===== src/rtl/ssram_responder_pkg.sv =====
// ssram_responder_pkg
// Shared definitions for the SSRAM bus responder.
// Holds the responder FSM state encoding, the SSRAM word-address width and
// the default read latency (SSRAM clocks from address issue to valid data).
package ssram_responder_pkg;

  localparam int SRAM_AW          = 20;
  localparam int DEFAULT_READ_LAT = 2;

  // IDLE  : waiting for a selected bus cycle
  // ISSUE : one cycle with the address strobe on the SSRAM pins
  // WAIT  : read pipeline delay, output enable held
  // DONE  : ready held until the bus master releases the request
  typedef enum logic [1:0] {
    IDLE  = 2'd0,
    ISSUE = 2'd1,
    WAIT  = 2'd2,
    DONE  = 2'd3
  } state_t;

endpackage


===== src/rtl/ssram_responder.sv =====
// ssram_responder
// Bridges a simple chipselect/start bus cycle onto a synchronous SRAM.
// A selected start latches the request, one ISSUE cycle drives the SSRAM
// address strobe, reads then wait READ_LAT clocks before capturing sram_din,
// and ready is held in DONE until the master drops its request.
//
// Ports
//   clock, reset           : rising-edge clock, synchronous active-high reset
//   select, start          : chipselect bit and one-cycle start strobe
//   read, write            : bus request (write wins if both set)
//   be, address, writedata : byte enables, byte address, write data
//   readdata, ready        : registered read data, transfer-complete flag
//   sram_*                 : SSRAM address/data/strobe pins (strobes active-low)
module ssram_responder
  import ssram_responder_pkg::*;
#(
  parameter int unsigned READ_LAT = DEFAULT_READ_LAT
) (
  input  logic               clock,
  input  logic               reset,
  input  logic               select,
  input  logic               start,
  input  logic               read,
  input  logic               write,
  input  logic [3:0]         be,
  input  logic [31:0]        address,
  input  logic [31:0]        writedata,
  output logic [31:0]        readdata,
  output logic               ready,
  output logic [SRAM_AW-1:0] sram_addr,
  output logic [31:0]        sram_dout,
  output logic               sram_doe,
  input  logic [31:0]        sram_din,
  output logic               sram_ce_n,
  output logic               sram_adsc_n,
  output logic               sram_we_n,
  output logic               sram_oe_n,
  output logic [3:0]         sram_be_n
);

  localparam logic [2:0] CNT_LOAD = 3'(READ_LAT - 1);

  state_t             state, next_state;
  logic [SRAM_AW-1:0] addr_q;
  logic [3:0]         be_q;
  logic [31:0]        data_q;
  logic               op_write;
  logic [2:0]         cnt;
  logic [31:0]        readdata_q;
  logic               accept;
  logic               capture;
  logic               op_active;

  // Byte-lane and high address bits are not decoded by this target.
  logic unused_address_bits;
  assign unused_address_bits = ^{address[31:22], address[1:0]};

  // State register; reset always lands in IDLE so no strobe survives it.
  always_ff @(posedge clock) begin
    if (reset) state <= IDLE;
    else       state <= next_state;
  end

  // Next-state logic. An abort (select or the latched op's request dropping)
  // in ISSUE or WAIT returns straight to IDLE without capturing read data.
  always_comb begin
    next_state = state;
    accept     = 1'b0;
    capture    = 1'b0;
    op_active  = op_write ? write : read;
    case (state)
      IDLE: begin
        if (select && start && (read || write)) begin
          accept     = 1'b1;
          next_state = ISSUE;
        end
      end
      ISSUE: begin
        if (!select || !op_active) next_state = IDLE;
        else if (op_write)         next_state = DONE;
        else                       next_state = WAIT;
      end
      WAIT: begin
        if (!select || !op_active) next_state = IDLE;
        else if (cnt == 3'd0) begin
          capture    = 1'b1;
          next_state = DONE;
        end
      end
      DONE: begin
        if (!select || (!read && !write)) next_state = IDLE;
      end
      default: next_state = IDLE;
    endcase
  end

  // Request latch, latency counter and read-data capture. The counter is
  // loaded on the ISSUE->WAIT transition so WAIT lasts exactly READ_LAT clocks.
  always_ff @(posedge clock) begin
    if (reset) begin
      addr_q     <= '0;
      be_q       <= '0;
      data_q     <= '0;
      op_write   <= 1'b0;
      cnt        <= '0;
      readdata_q <= '0;
    end else begin
      if (accept) begin
        addr_q   <= address[21:2];
        be_q     <= be;
        data_q   <= writedata;
        op_write <= write;
      end
      if (state == ISSUE && next_state == WAIT) cnt <= CNT_LOAD;
      else if (state == WAIT && cnt != 3'd0)    cnt <= cnt - 3'd1;
      if (capture) readdata_q <= sram_din;
    end
  end

  // Pin decode uses only state and latched registers, so no bus input ever
  // reaches an output combinationally. Output enable is only given for reads,
  // so sram_doe and sram_oe_n=0 are mutually exclusive by construction.
  assign ready       = (state == DONE);
  assign readdata    = readdata_q;
  assign sram_addr   = addr_q;
  assign sram_dout   = data_q;
  assign sram_doe    = (state == ISSUE) && op_write;
  assign sram_ce_n   = !((state == ISSUE) || (state == WAIT));
  assign sram_adsc_n = (state != ISSUE);
  assign sram_we_n   = !((state == ISSUE) && op_write);
  assign sram_oe_n   = !(((state == ISSUE) && !op_write) || (state == WAIT));
  assign sram_be_n   = (state == ISSUE) ? ~be_q : 4'hF;

endmodule


===== config.mk =====
export PLATFORM = sky130hd
export DESIGN_NAME = ssram_responder
export DESIGN_NICKNAME = d
export VERILOG_FILES = /design/src/rtl/ssram_responder_pkg.sv /design/src/rtl/ssram_responder.sv
export SDC_FILE = /design/constraint.sdc
export NUM_CORES = 1
export LEC_CHECK = 0
export ABC_AREA = 0
export BUFFER_PORTS_ARGS = -buffer_cell sky130_fd_sc_hd__buf_2
export CAP_MARGIN = 20
export CORE_ASPECT_RATIO = 0.7
export CORE_UTILIZATION = 44
export DETAILED_ROUTE_END_ITERATION = 6
export PLACE_DENSITY_LB_ADDON = 0.12
export SLEW_MARGIN = 10
export SYNTH_ARGS = -nofsm -noshare
export SYNTH_HDL_FRONTEND = slang
export SYNTH_SLANG_ARGS = --single-unit

===== constraint.sdc =====
create_clock -name clock -period 2.4 [get_ports clock]
set_input_delay 0.72 -clock clock [delete_from_list [all_inputs] [get_ports clock]]
set_output_delay 0.72 -clock clock [all_outputs]
set_load 0.01 [all_outputs]

* After elaboration in Yosys (flattened, before gate mapping)
Index checks and enable logic that the tools add are counted.
Storage, ports and cells: register bits after elaboration 94, latch bits 0, RAM bits 0, bits in read-only memories 0, input bits 106, output and inout bits 94, memories kept 0
Operators by class: $add $sub $neg 1, multiply operators 0, divide/modulo/power cells 0, order comparisons 0, equality and inequality tests 5, shifts and indexed selects 0, mux-type cells 16, bitwise logic cells 1, reduce and logical (&&, ||, !) cells 25
Operator list (number):
- $mux 2 | 5
- $mux 1 | 9
- $logic_not 1->1 | 8
- $pmux 2 s4 | 1
- $logic_and 1x1->1 | 7
- $eq 2x2->1 const B | 3
- $logic_or 1x1->1 | 5
- $mux 4 | 1
- $not 4->4 | 1
- $logic_not 3->1 | 1
- $reduce_bool 3->1 | 1
- $sub 3x1->3 const B | 1
- $eq 2x1->1 const B | 1
- $logic_not 2->1 | 1
- $ne 2x1->1 const B | 1
- $reduce_bool 2->1 | 1
- $reduce_or 2->1 | 1

* Logic depth before layout (Yosys ltp)
Gate-level depths: netlist (run 1).
word-level depth 8, depth in mapped cells 8

* Worst setup path before layout (run 1)
OpenSTA, ideal clock, no wires.
path kind input to register, start in select, end reg cnt[1], data arrival time 1.612 ns, slack 0.684 ns, stages on the path 6, cell sequence buf_6 o211ai_1 and3_1 o2111ai_1 a21oi_2 a2111oi_2
On the way: longest elaborated chain between the ends 7, elaborated cells between the ends (all ways) 13
RTL lines:
- start, declared | line ssram_responder.sv:21 | input logic select,
- $logic_not 1->1 / $logic_and 1x1->1 (equally long branches)
- $logic_or 1x1->1, or another cell as far along | line ssram_responder.sv:91 | if (!select || (!read && !write)) next_state = IDLE;
- $mux 2, on equally long branches
- $pmux 2 s4 * | line ssram_responder.sv:71 | case (state)
- $eq 2x2->1 * | line ssram_responder.sv:114 | if (state == ISSUE && next_state == WAIT) cnt <= CNT_LOAD;
- $logic_and 1x1->1 * | line ssram_responder.sv:114
- $reduce_or 2->1 (no line) *
- end signal, assigned | line ssram_responder.sv:115 | else if (state == WAIT && cnt != 3'd0) cnt <= cnt - 3'd1;
- end, declared | line ssram_responder.sv:48 | logic [2:0] cnt;
Mark *: on every way between the ends. The rest lies on a longest branch, timed or not. A chain may end at the register's enable or synchronous reset.

* Final worst setup path (run 1)
start reg state[1], end out sram_doe
On the way: longest elaborated chain between the ends 2
RTL lines:
- start, declared | line ssram_responder.sv:43 | state_t state, next_state;
- start signal, assigned | line ssram_responder.sv:61 | else state <= next_state;
- $eq 2x1->1 | line ssram_responder.sv:127 | assign sram_doe = (state == ISSUE) && op_write;
- $logic_and 1x1->1 | line ssram_responder.sv:127
- end, declared | line ssram_responder.sv:32 | output logic sram_doe,
Every way passes these cells.

==> key figures, run 1 <==
Finish
  – Area Overhead vs Synth: 37.1%
  – Area of the multi-input gates: between 1000 and 1500 um^2
  – ANT cells: 0
  – FILL cells: between 700 and 800
  – Reg area: roughly 1900 um^2
  – Final net count: roughly 730
  – Fin cells: 725
  – Finished Cell Area: between 4000 and 5000 um^2
  – Share of layout cells above drive strength 1: 35.1%
  – Final Core Density: 62.2%

Die
  – Height of the chip: 77.2 um
  – I/O pin count: 200
  – Core Area: slightly below 8000 um^2
  – Initial Util: approximately 45%
  – Std-Cell Rows: 27
  – Area of the die: 8450 um^2
  – Die Width: roughly 110 um

Power
  – Pwr Density: approximately 740 nW/um^2
  – Leakage: 0.00221 uW
  – Worst VDD drop: 0.440 mV

Worst setup path
  – Critical Path RT: 1.68 ns
  – Critical-path maximum fanout: 10
  – Worst R2R Path Depth: 6
  – Arr. time, crit path: between 1.5 and 2 ns
  – CP Capture Type: primary output
  – Crit start category: flip-flop
  – WS Path Type: flip-flop to primary output

Run
  – Max Cap Violations: 0

STA
  – Hold Vio Cnt, Final: 0
  – Hold_ws: 0.449 ns
  – Final critical-path share of the clock period: 93.6%
  – Final setup fails: 0
  – Worst relative slew slack: about a third
  – Minimum clock period: ~2.2 ns
  – Worst-Margin Slew: ~1.0 ns
  – Slew Limit Fails: 0
  – RSZ-0062 raised after global routing: false
  – Layout Skew: ~0.0063 ns
  – FMAX: 0.445 GHz
  – Setup TNS: 0 ns

Clock network
  – Clock latency on the worst-skew pair: approximately 0.33 ns
  – Setup Fix Bufs, Post-CTS: 0
  – CTS tree: yes
  – Clk buf depth: 2
  – Post-cts resize count: 0
  – Root Driver: clkbuf_16
  – CTS Sinks: 94
  – Post-CTS Hold Fix Bufs: 0
  – CTS buffer count: 9
  – Clock transition at path regs: ~0.060 ns
  – CTS H-tree lvls: 3

Synth
  – Top cells by area, synth: dfxtp_1 53%, nand2_1 20%, a21oi_1 13%, ha_1 2.5%, buf_2 1.7%
  – Adder-cell share of the synthesized area: approximately 2.5%
  – Mux cell area share after synthesis: 0.422%
  – Post-synthesis xor/xnor area fraction: less than 1%
  – Post-Synthesis Cells: around 450
  – Main combinational cell family by area after synthesis: simple AND/OR/NAND/NOR gates
  – Complex-gate fraction of the synthesized area: 16.5%
  – EDFF count, synth: 0
  – Register area share after synthesis: 52.9%
  – Flops & latches, synth: 94
  – Post-Syn Area per Cell: around 8 um^2
  – Synth Flop Type: dfxtp_1
  – Area share of the leading cell type in the synthesized netlist: 52.9%
  – Yosys cell types: 33
  – Synthesized area: about 3600 um^2
  – Warnings, synthesis: 0
  – Largest area contributor in the netlist: dfxtp_1
  – Asr flop ratio synth: 0%
  – Syn Nets: 561
  – Simple-gate share of the synthesized area: roughly 22%

Place
  – Inst Count DP: 709
  – Buffers on Ports: ~190
  – Gpl congestion: roughly 0.74
  – Cell Area, Placed: between 4000 and 5000 um^2
  – Final HPWL DP: ~6400 um

Status
  – Status: finished, final reports clean

Routing
  – Drt initial violations: around 200
  – WL/cell: 12.6 um
  – TritonRoute pass-1 iters: 4
  – Routed wire length: 9150 um
  – Drt drc: 0
  – Final ANT Viol Nets: 0
  – Vias per inst: roughly 4.8
  – DR vias: approximately 3500

GRT
  – Total global routing overflow: 0
  – Vias in the first global route: 3300
  – Largest net degree at the start of global routing: just under 60
  – First-pass GRT wire length: 14800 um
  – Initial antenna violation count: 0
  – GRT Overall Usage: approximately 22%

Hold path
  – HP Class: flip-flop to flip-flop
  – Hold path cells: 2
[worst max-delay path, cell delays in order (launching register included)]
cell     delay [ns]
dfxtp_1        0.34
inv_1          0.12
ha_1           0.42
nand2_1        0.14
inv_1          0.06
buf_2          0.12
[stage by stage]
stage,setup WS [ns],power (uW)
global placement,0.108,2030
global route,0.0185,3770
finish,0.152,3630
detailed placement,0.0379,2040
CTS,0.147,3670
floorplan,0.684,1860
[cell usage in the layout, fill, tap and decap left out, drive strengths merged]
master / netlist / layout
o21a: 1 / 1
bufinv: 0 / 3
xnor2: 1 / 1
dfxtp: 94 / 94
and3b: 1 / 1
a21o: 1 / 1
and2b: 1 / 1
a21oi: 92 / 92
a31oi: 2 / 2
o211a: 1 / 1
nor3: 1 / 1
nand2b: 1 / 1
ha: 7 / 7
o211ai: 3 / 3
nand3: 4 / 4
or2: 1 / 1
a41o: 1 / 1
o2111ai: 2 / 2
and3: 3 / 3
o21ba: 1 / 1
xor2: 1 / 1
a211o: 1 / 1
a2111oi: 1 / 1
and2: 1 / 1
clkbuf: 15 / 10
nand2: 185 / 185
inv: 8 / 8
nand4: 1 / 1
buf: 16 / 191
mux2: 1 / 1
clkinv: 0 / 3
[path summary, 6_finish.rpt]
kind                            slack, ns                        end                       from
worst max-delay path                 0.15                   sram_doe        state[1]$_SDFF_PP0_
worst min-delay path                 0.45  sram_dout[5]$_SDFFE_PP0P_  sram_dout[5]$_SDFFE_PP0P_
worst max register to register       0.41  readdata[18]$_SDFFE_PP0P_        state[0]$_SDFF_PP0_
worst min register to register       0.45  sram_dout[5]$_SDFFE_PP0P_  sram_dout[5]$_SDFFE_PP0P_
[where the power goes]
group / internal, uW / total (uW) / leakage [uW] / switching, uW
clock: 1040 / 1630 / 0.000172 / 583
sequential: 1610 / 1640 / 0.000762 / 27.6
combinational: 156 / 361 / 0.00128 / 204
total: 2810 / 3630 / 0.00221 / 815
[synthesized netlist by cell type, types with 2 or more instances]
cell type  instances
ha_1               7
a21oi_1           91
a31oi_1            2
dfxtp_1           94
o2111ai_1          2
o211ai_1           3
inv_1              8
nand3_1            4
nand2_1          185
buf_2             12
clkbuf_1          15
buf_4              3
and3_1             2
[metal layers]
layer | global-route usage, % | share of wire (%)
met5 | 0 | 0
met1 | 25.3 | 43
met4 | 8.53 | 0.82
met2 | 38.4 | 49
met3 | 7.74 | 7.6
[state kept, by name, summed over array words and instances (netlist names)]
name	cells
readdata	32
sram_dout	32
op_write	1
sram_addr	20
be_q	4
cnt	3
state	2
[logic make-up after synthesis]
kind of cell	Yosys count
XOR/XNOR	2
AND/OR/NAND/NOR	199
AO/OA/AOI/OAI	106
multiplexers	1
flip-flops	94
buffers and inverters	39
adder cells (fa/ha/maj)	7
[layout make-up]
cell class | count | share of cell area [%]
flip-flops and latches | 94 | 38.6
multi-input cells | 315 | 30.7
repair buffers | 191 | 20.3
clock buffers | 10 | 4.90
well taps | 101 | 2.59
clock inverters | 6 | 2.23
inverters | 8 | 0.616
No activity file was read; power rests on OpenSTA's default activity.
==> run 2, diff against run 1 <==
--- a/config.mk
+++ b/config.mk
@@ -9,7 +9,7 @@
 export BUFFER_PORTS_ARGS = -buffer_cell sky130_fd_sc_hd__buf_2
 export CAP_MARGIN = 20
 export CORE_ASPECT_RATIO = 0.7
-export CORE_UTILIZATION = 44
+export CORE_UTILIZATION = 47
 export DETAILED_ROUTE_END_ITERATION = 6
 export PLACE_DENSITY_LB_ADDON = 0.12
 export SLEW_MARGIN = 10
==> constraint.sdc (replaced) <==
create_clock -name clock -period 2.7 [get_ports clock]
set_input_delay 0.81 -clock clock [delete_from_list [all_inputs] [get_ports clock]]
set_output_delay 0.81 -clock clock [all_outputs]
set_load 0.01 [all_outputs]
==> run 2 against run 1 <==
  * First-iteration DRC count fell by 25%
  * Cell area fell by 1.9%
  * Non-clock buffer count rose by 1
  * Via count up 0.65%
  * Count of clock-buffer cells in the layout decreased by 1
  * Critical path type unchanged
  * Critical endpoint unchanged
  * Highest routed layer unchanged
==> key figures, run 2 (synthesis results as in run 1) <==
Clock network
  – CTS Sinks: 94 (unchanged)
  – CTS H-tree lvls: 3 (unchanged)
  – Setup Fix Bufs, Post-CTS: 0 (unchanged)
  – Post-CTS Hold Fix Bufs: 0 (unchanged)
  – Clock transition at path regs: 0.09 ns (+0.03 ns)
  – Clk buf depth: 2 (unchanged)
  – Clock latency on the worst-skew pair: 0.36 ns (+0.03 ns)
  – CTS tree: yes
  – Post-cts resize count: 0 (unchanged)
  – CTS buffer count: 9 (unchanged)
  – Root Driver: clkbuf_8

Routing
  – Routed wire length: 9070 um (-0.88%)
  – TritonRoute pass-1 iters: 5 (+1)
  – DR vias: 3536 (+0.65%)
  – Vias per inst: 4.89 (+0.93%)
  – WL/cell: 12.5 um (-0.61%)
  – Drt drc: 0 (unchanged)
  – Final ANT Viol Nets: 0 (unchanged)
  – Drt initial violations: 151 (-25%)

Worst setup path
  – Arr. time, crit path: 1.61 ns (+0.08 ns)
  – Critical-path maximum fanout: 10 (unchanged)
  – Crit start category: flip-flop
  – CP Capture Type: primary output
  – Critical Path RT: 1.89 ns (+0.21 ns)
  – WS Path Type: flip-flop to primary output

Power
  – Leakage: 0.00217 uW (-2.0%)
  – Power consumption: 2850 uW (-21%)
  – Worst VDD drop: 0.290 mV (-34%)
  – Pwr Density: 597 nW/um^2 (-20%)

STA
  – Final setup fails: 0 (unchanged)
  – Setup TNS: 0 ns (unchanged)
  – Final critical-path share of the clock period: 89.8%
  – FMAX: 0.412 GHz
  – Worst relative slew slack: 63.8% (+31 points)
  – Layout Skew: 0.0136 ns (+0.00732 ns)
  – Worst-Margin Slew: 0.543 ns (-0.470 ns)
  – Minimum clock period: about 2.4 ns
  – Slew Limit Fails: 0 (unchanged)
  – Hold Vio Cnt, Final: 0 (unchanged)
  – RSZ-0062 raised after global routing: false

Place
  – Inst Count DP: 706 (-0.42%)
  – Buffers on Ports: 187 (unchanged)
  – Gpl congestion: 0.776 (+4.9%)
  – Final HPWL DP: 6330 um (-0.67%)

Die
  – Std-Cell Rows: 26 (-3.7%)
  – Height of the chip: 74.8 um (-3.2%)
  – Core Area: 7320 um^2 (-6.6%)
  – Initial Util: 48.6% (+3.2 points)
  – Area of the die: 7920 um^2 (-6.2%)
  – Die Width: 106 um (-3.2%)
  – I/O pin count: 200 (unchanged)

Finish
  – Share of layout cells above drive strength 1: 35.2% (+0.10 points)
  – ANT cells: 0 (unchanged)
  – Most frequent cells in the layout: 187 x buf_2, 184 x nand2_1, 94 x dfxtp_1, 91 x a21oi_1, 9 x clkbuf_8
  – FILL cells: 689 (-6.9%)
  – Final net count: 733 (+0.14%)
  – Commonest non-fill, non-tap cell in the layout: buf_2
  – Area Overhead vs Synth: 34.5%
  – Fin cells: 723 (-0.28%)

GRT
  – Total global routing overflow: 0 (unchanged)
  – Vias in the first global route: 3216 (-2.5%)
  – Largest net degree at the start of global routing: 58 (unchanged)
  – First-pass GRT wire length: 14100 um (-5.0%)
  – Initial antenna violation count: 0 (unchanged)
  – GRT Overall Usage: 22.5% (+0.18 points)

Hold path
  – HP Class: flip-flop to flip-flop

Status
  – Status: finished, final reports clean

Run
  – Max Cap Violations: 0 (unchanged)
[run 2: layout make-up]
| cell class | count | area [um^2] | share of cell area [%] |
|---|---|---|---|
| flip-flops and latches | 94 | 1880 | 39.4 |
| multi-input cells | 315 | 1500 | 31.3 |
| repair buffers | 192 | 1010 | 21.2 |
| clock buffers | 9 | 124 | 2.59 |
| well taps | 98 | 123 | 2.57 |
| clock inverters | 7 | 114 | 2.38 |
| inverters | 8 | 30.0 | 0.628 |
[run 2: worst max-delay path: stages (launching register included)]
cell	delay, ns
dfxtp_1	0.35
inv_1	0.13
ha_1	0.43
nand2_1	0.15
inv_1	0.08
buf_2	0.12
[run 2: stage by stage]
step           instance area (um^2)  setup WS (ns)  util (%)  hold WS (ns)
3_3_place_gp                   4520          0.297      61.8         0.439
5_1_grt                        4780          0.191      65.3         0.474
2_1_floorplan                  3550          0.894         -         0.437
6_report                       4780          0.275      65.3         0.454
4_1_cts                        4760          0.263      65.0         0.457
3_5_place_dp                   4520          0.213      61.8         0.443
[run 2: where the power goes]
group          leakage [uW]  internal [uW]  switching (uW)  total, uW
sequential         0.000762           1430            24.3       1460
combinational       0.00128            143             184        327
clock              0.000119            544             525       1070
[run 2: layer usage]
| metal | vias up | share of wire [%] | global-route usage [%] |
|---|---|---|---|
| li1 | 1792 | - | - |
| met1 | 1617 | 41 | 24.1 |
| met2 | 114 | 50 | 42.6 |
| met3 | 13 | 7.5 | 7.79 |
| met4 | 0 | 1.6 | 7.41 |
| met5 | - | 0 | 0 |
[run 2: path summary, 6_finish.rpt]
| check | cells after the start | start | slack (ns) | end |
|---|---|---|---|---|
| setup / recovery | 5 | state[1]$_SDFF_PP0_ | 0.28 | sram_doe |
| hold / removal | 2 | sram_dout[9]$_SDFFE_PP0P_ | 0.45 | sram_dout[9]$_SDFFE_PP0P_ |
| setup reg to reg | 7 | state[1]$_SDFF_PP0_ | 0.76 | cnt[0]$_SDFFE_PP0P_ |
| hold reg to reg | 2 | sram_dout[9]$_SDFFE_PP0P_ | 0.45 | sram_dout[9]$_SDFFE_PP0P_ |
==> run 3, diff against run 2 <==
--- a/config.mk
+++ b/config.mk
@@ -11,8 +11,9 @@
 export CORE_ASPECT_RATIO = 0.7
 export CORE_UTILIZATION = 47
 export DETAILED_ROUTE_END_ITERATION = 6
-export PLACE_DENSITY_LB_ADDON = 0.12
+export PLACE_DENSITY = 0.84
 export SLEW_MARGIN = 10
 export SYNTH_ARGS = -nofsm -noshare
 export SYNTH_HDL_FRONTEND = slang
 export SYNTH_SLANG_ARGS = --single-unit
+export TNS_END_PERCENT = 10
==> run 3 against run 2 <==
  * Register-to-register slack worse by 0.12 ns
  * Non-clock buffer count down 1
  * Combinational power is essentially flat
  * Sequential share of layout area increased by 0.32 points
  * Hold slack about the same
  * First-iteration DRC count decreased by 6.0%
  * Cell count fell by 0.14%
  * Count of clock-buffer cells in the layout grew 1
  * Critical path depth down 1
  * Sequential power about the same
  * Clock skew shrank 0.0050 ns
==> key figures, run 3 (synthesis results as in run 1) <==
Status
  – Status: finished, final reports clean

STA
  – Slew Limit Fails: 0 (unchanged)
  – Setup TNS: 0 ns (unchanged)
  – Worst relative slew slack: 31.9% (-32 points)
  – Worst-Margin Slew: 1.02 ns (+0.478 ns)
  – Layout Skew: 0.00856 ns (-0.00504 ns)
  – FMAX: 0.426 GHz (+3.2%)
  – Final setup fails: 0 (unchanged)
  – Final critical-path share of the clock period: 87.0% (-2.8 points)
  – RSZ-0062 raised after global routing: false
  – Minimum clock period: 2.35 ns (-0.0757 ns)
  – Hold Vio Cnt, Final: 0 (unchanged)

Routing
  – WL/cell: 12.5 um (-0.45%)
  – Routed wire length: 9020 um (-0.58%)
  – DR vias: 3523 (-0.37%)
  – TritonRoute pass-1 iters: 4 (-1)
  – Drt drc: 0 (unchanged)
  – Vias per inst: 4.88 (-0.23%)
  – Final ANT Viol Nets: 0 (unchanged)
  – Drt initial violations: 142 (-6.0%)

Finish
  – FILL cells: 642 (-6.8%)
  – Commonest non-fill, non-tap cell in the layout: buf_2
  – ANT cells: 0 (unchanged)
  – Final Core Density: 64.8% (-0.53 points)
  – Finished Cell Area: 4740 um^2 (-0.81%)
  – Most frequent cells in the layout: 187 x buf_2, 184 x nand2_1, 94 x dfxtp_1, 91 x a21oi_1, 10 x clkbuf_8
  – Share of layout cells above drive strength 1: 35.1% (-0.10 points)
  – Final net count: 732 (-0.14%)
  – Area Overhead vs Synth: 33.4%
  – Reg area: 1880 um^2 (unchanged)
  – Area of the multi-input gates: 1500 um^2 (unchanged)

GRT
  – Total global routing overflow: 0 (unchanged)
  – Vias in the first global route: 3212 (-0.12%)
  – GRT Overall Usage: 22.6% (+0.096 points)
  – Largest net degree at the start of global routing: 58 (unchanged)
  – Initial antenna violation count: 0 (unchanged)
  – First-pass GRT wire length: 14200 um (+1.1%)

Clock network
  – CTS H-tree lvls: 3 (unchanged)
  – CTS buffer count: 9 (unchanged)
  – Clock latency on the worst-skew pair: 0.35 ns (about the same)
  – Clock transition at path regs: 0.09 ns (about the same)
  – CTS Sinks: 94 (unchanged)
  – Post-CTS Hold Fix Bufs: 0 (unchanged)
  – Root Driver: clkbuf_8
  – Setup Fix Bufs, Post-CTS: 0 (unchanged)
  – Clk buf depth: 2 (unchanged)
  – Post-cts resize count: 0 (unchanged)
  – CTS tree: yes

Place
  – Gpl congestion: 0.774 (-0.18%)
  – Final HPWL DP: 6460 um (+2.1%)
  – Cell Area, Placed: 4530 um^2 (+0.28%)
  – Buffers on Ports: 187 (unchanged)

Die
  – Die Width: 106 um (unchanged)
  – Std-Cell Rows: 26 (unchanged)
  – Core Area: 7320 um^2 (unchanged)
  – Area of the die: 7920 um^2 (unchanged)
  – I/O pin count: 200 (unchanged)
  – Initial Util: 48.6% (unchanged)
  – Height of the chip: 74.8 um (unchanged)

Power
  – Pwr Density: 577 nW/um^2 (-3.2%)
  – Worst VDD drop: 0.296 mV (+2.3%)
  – Leakage: 0.00215 uW (-0.91%)

Worst setup path
  – Critical-path maximum fanout: 7 (-3)
  – Critical Path RT: 1.89 ns (about the same)
  – WS Path Type: flip-flop to primary output
  – Arr. time, crit path: 1.54 ns (-0.07 ns)
  – CP Capture Type: primary output
  – Crit start category: flip-flop

Hold path
  – HP Class: flip-flop to flip-flop

Run
  – Max Cap Violations: 0 (unchanged)
## run 3: cell count changes in the layout (fill, tap and decap cells not counted), sizes merged
cell      previous run  this run
buf                192       191
bufinv               2         1
clkbuf               9        10
clkinvlp             0         1
inv                 11        10
## run 3: path summary, 6_finish.rpt
check | startpoint | end | slack (ns) | cells past startpoint
worst max-delay path | state[0]$_SDFF_PP0_ | sram_oe_n | 0.35 | 4
worst min-delay path | sram_addr[5]$_SDFFE_PP0P_ | sram_addr[5]$_SDFFE_PP0P_ | 0.45 | 2
worst max register to register | state[0]$_SDFF_PP0_ | cnt[2]$_SDFFE_PP0P_ | 0.64 | 7
worst min register to register | sram_addr[5]$_SDFFE_PP0P_ | sram_addr[5]$_SDFFE_PP0P_ | 0.45 | 2
## run 3: metrics by stage
stage | power (uW) | std cells | hold WS, ns | setup WS [ns]
finish | 2740 | 722 | 0.454 | 0.351
CTS | 2760 | 722 | 0.456 | 0.357
floorplan | 1660 | 448 | 0.437 | 0.894
global route | 2870 | 722 | 0.477 | 0.232
global placement | 1800 | 706 | 0.439 | 0.304
detailed placement | 1810 | 706 | 0.443 | 0.198
## run 3: worst max-delay path: stages (launching register included)
cell     delay [ns]
dfxtp_1        0.45
inv_1          0.13
ha_1           0.32
a21oi_1        0.14
buf_2          0.14
## run 3: final cells by class
cell class / count / area share, %
clock buffer: 10 / 2.90
clock inverter: 6 / 1.45
inverter: 8 / 0.633
multi-input combinational: 315 / 31.6
sequential: 94 / 39.7
tap: 98 / 2.59
timing repair buffer: 191 / 21.2
## run 3: report_power, final
group	internal [uW]	total (uW)	switching, uW
Clock	460	955	495
Sequential	1430	1460	26.0
Combinational	141	325	184
Total	2030	2740	705
## run 3: routing by layer
layer  GRT usage [%]  wire length, um
met1            24.8             3800
met2            41.8             4560
met3            7.45              559
met4            8.33              109
met5               0                0
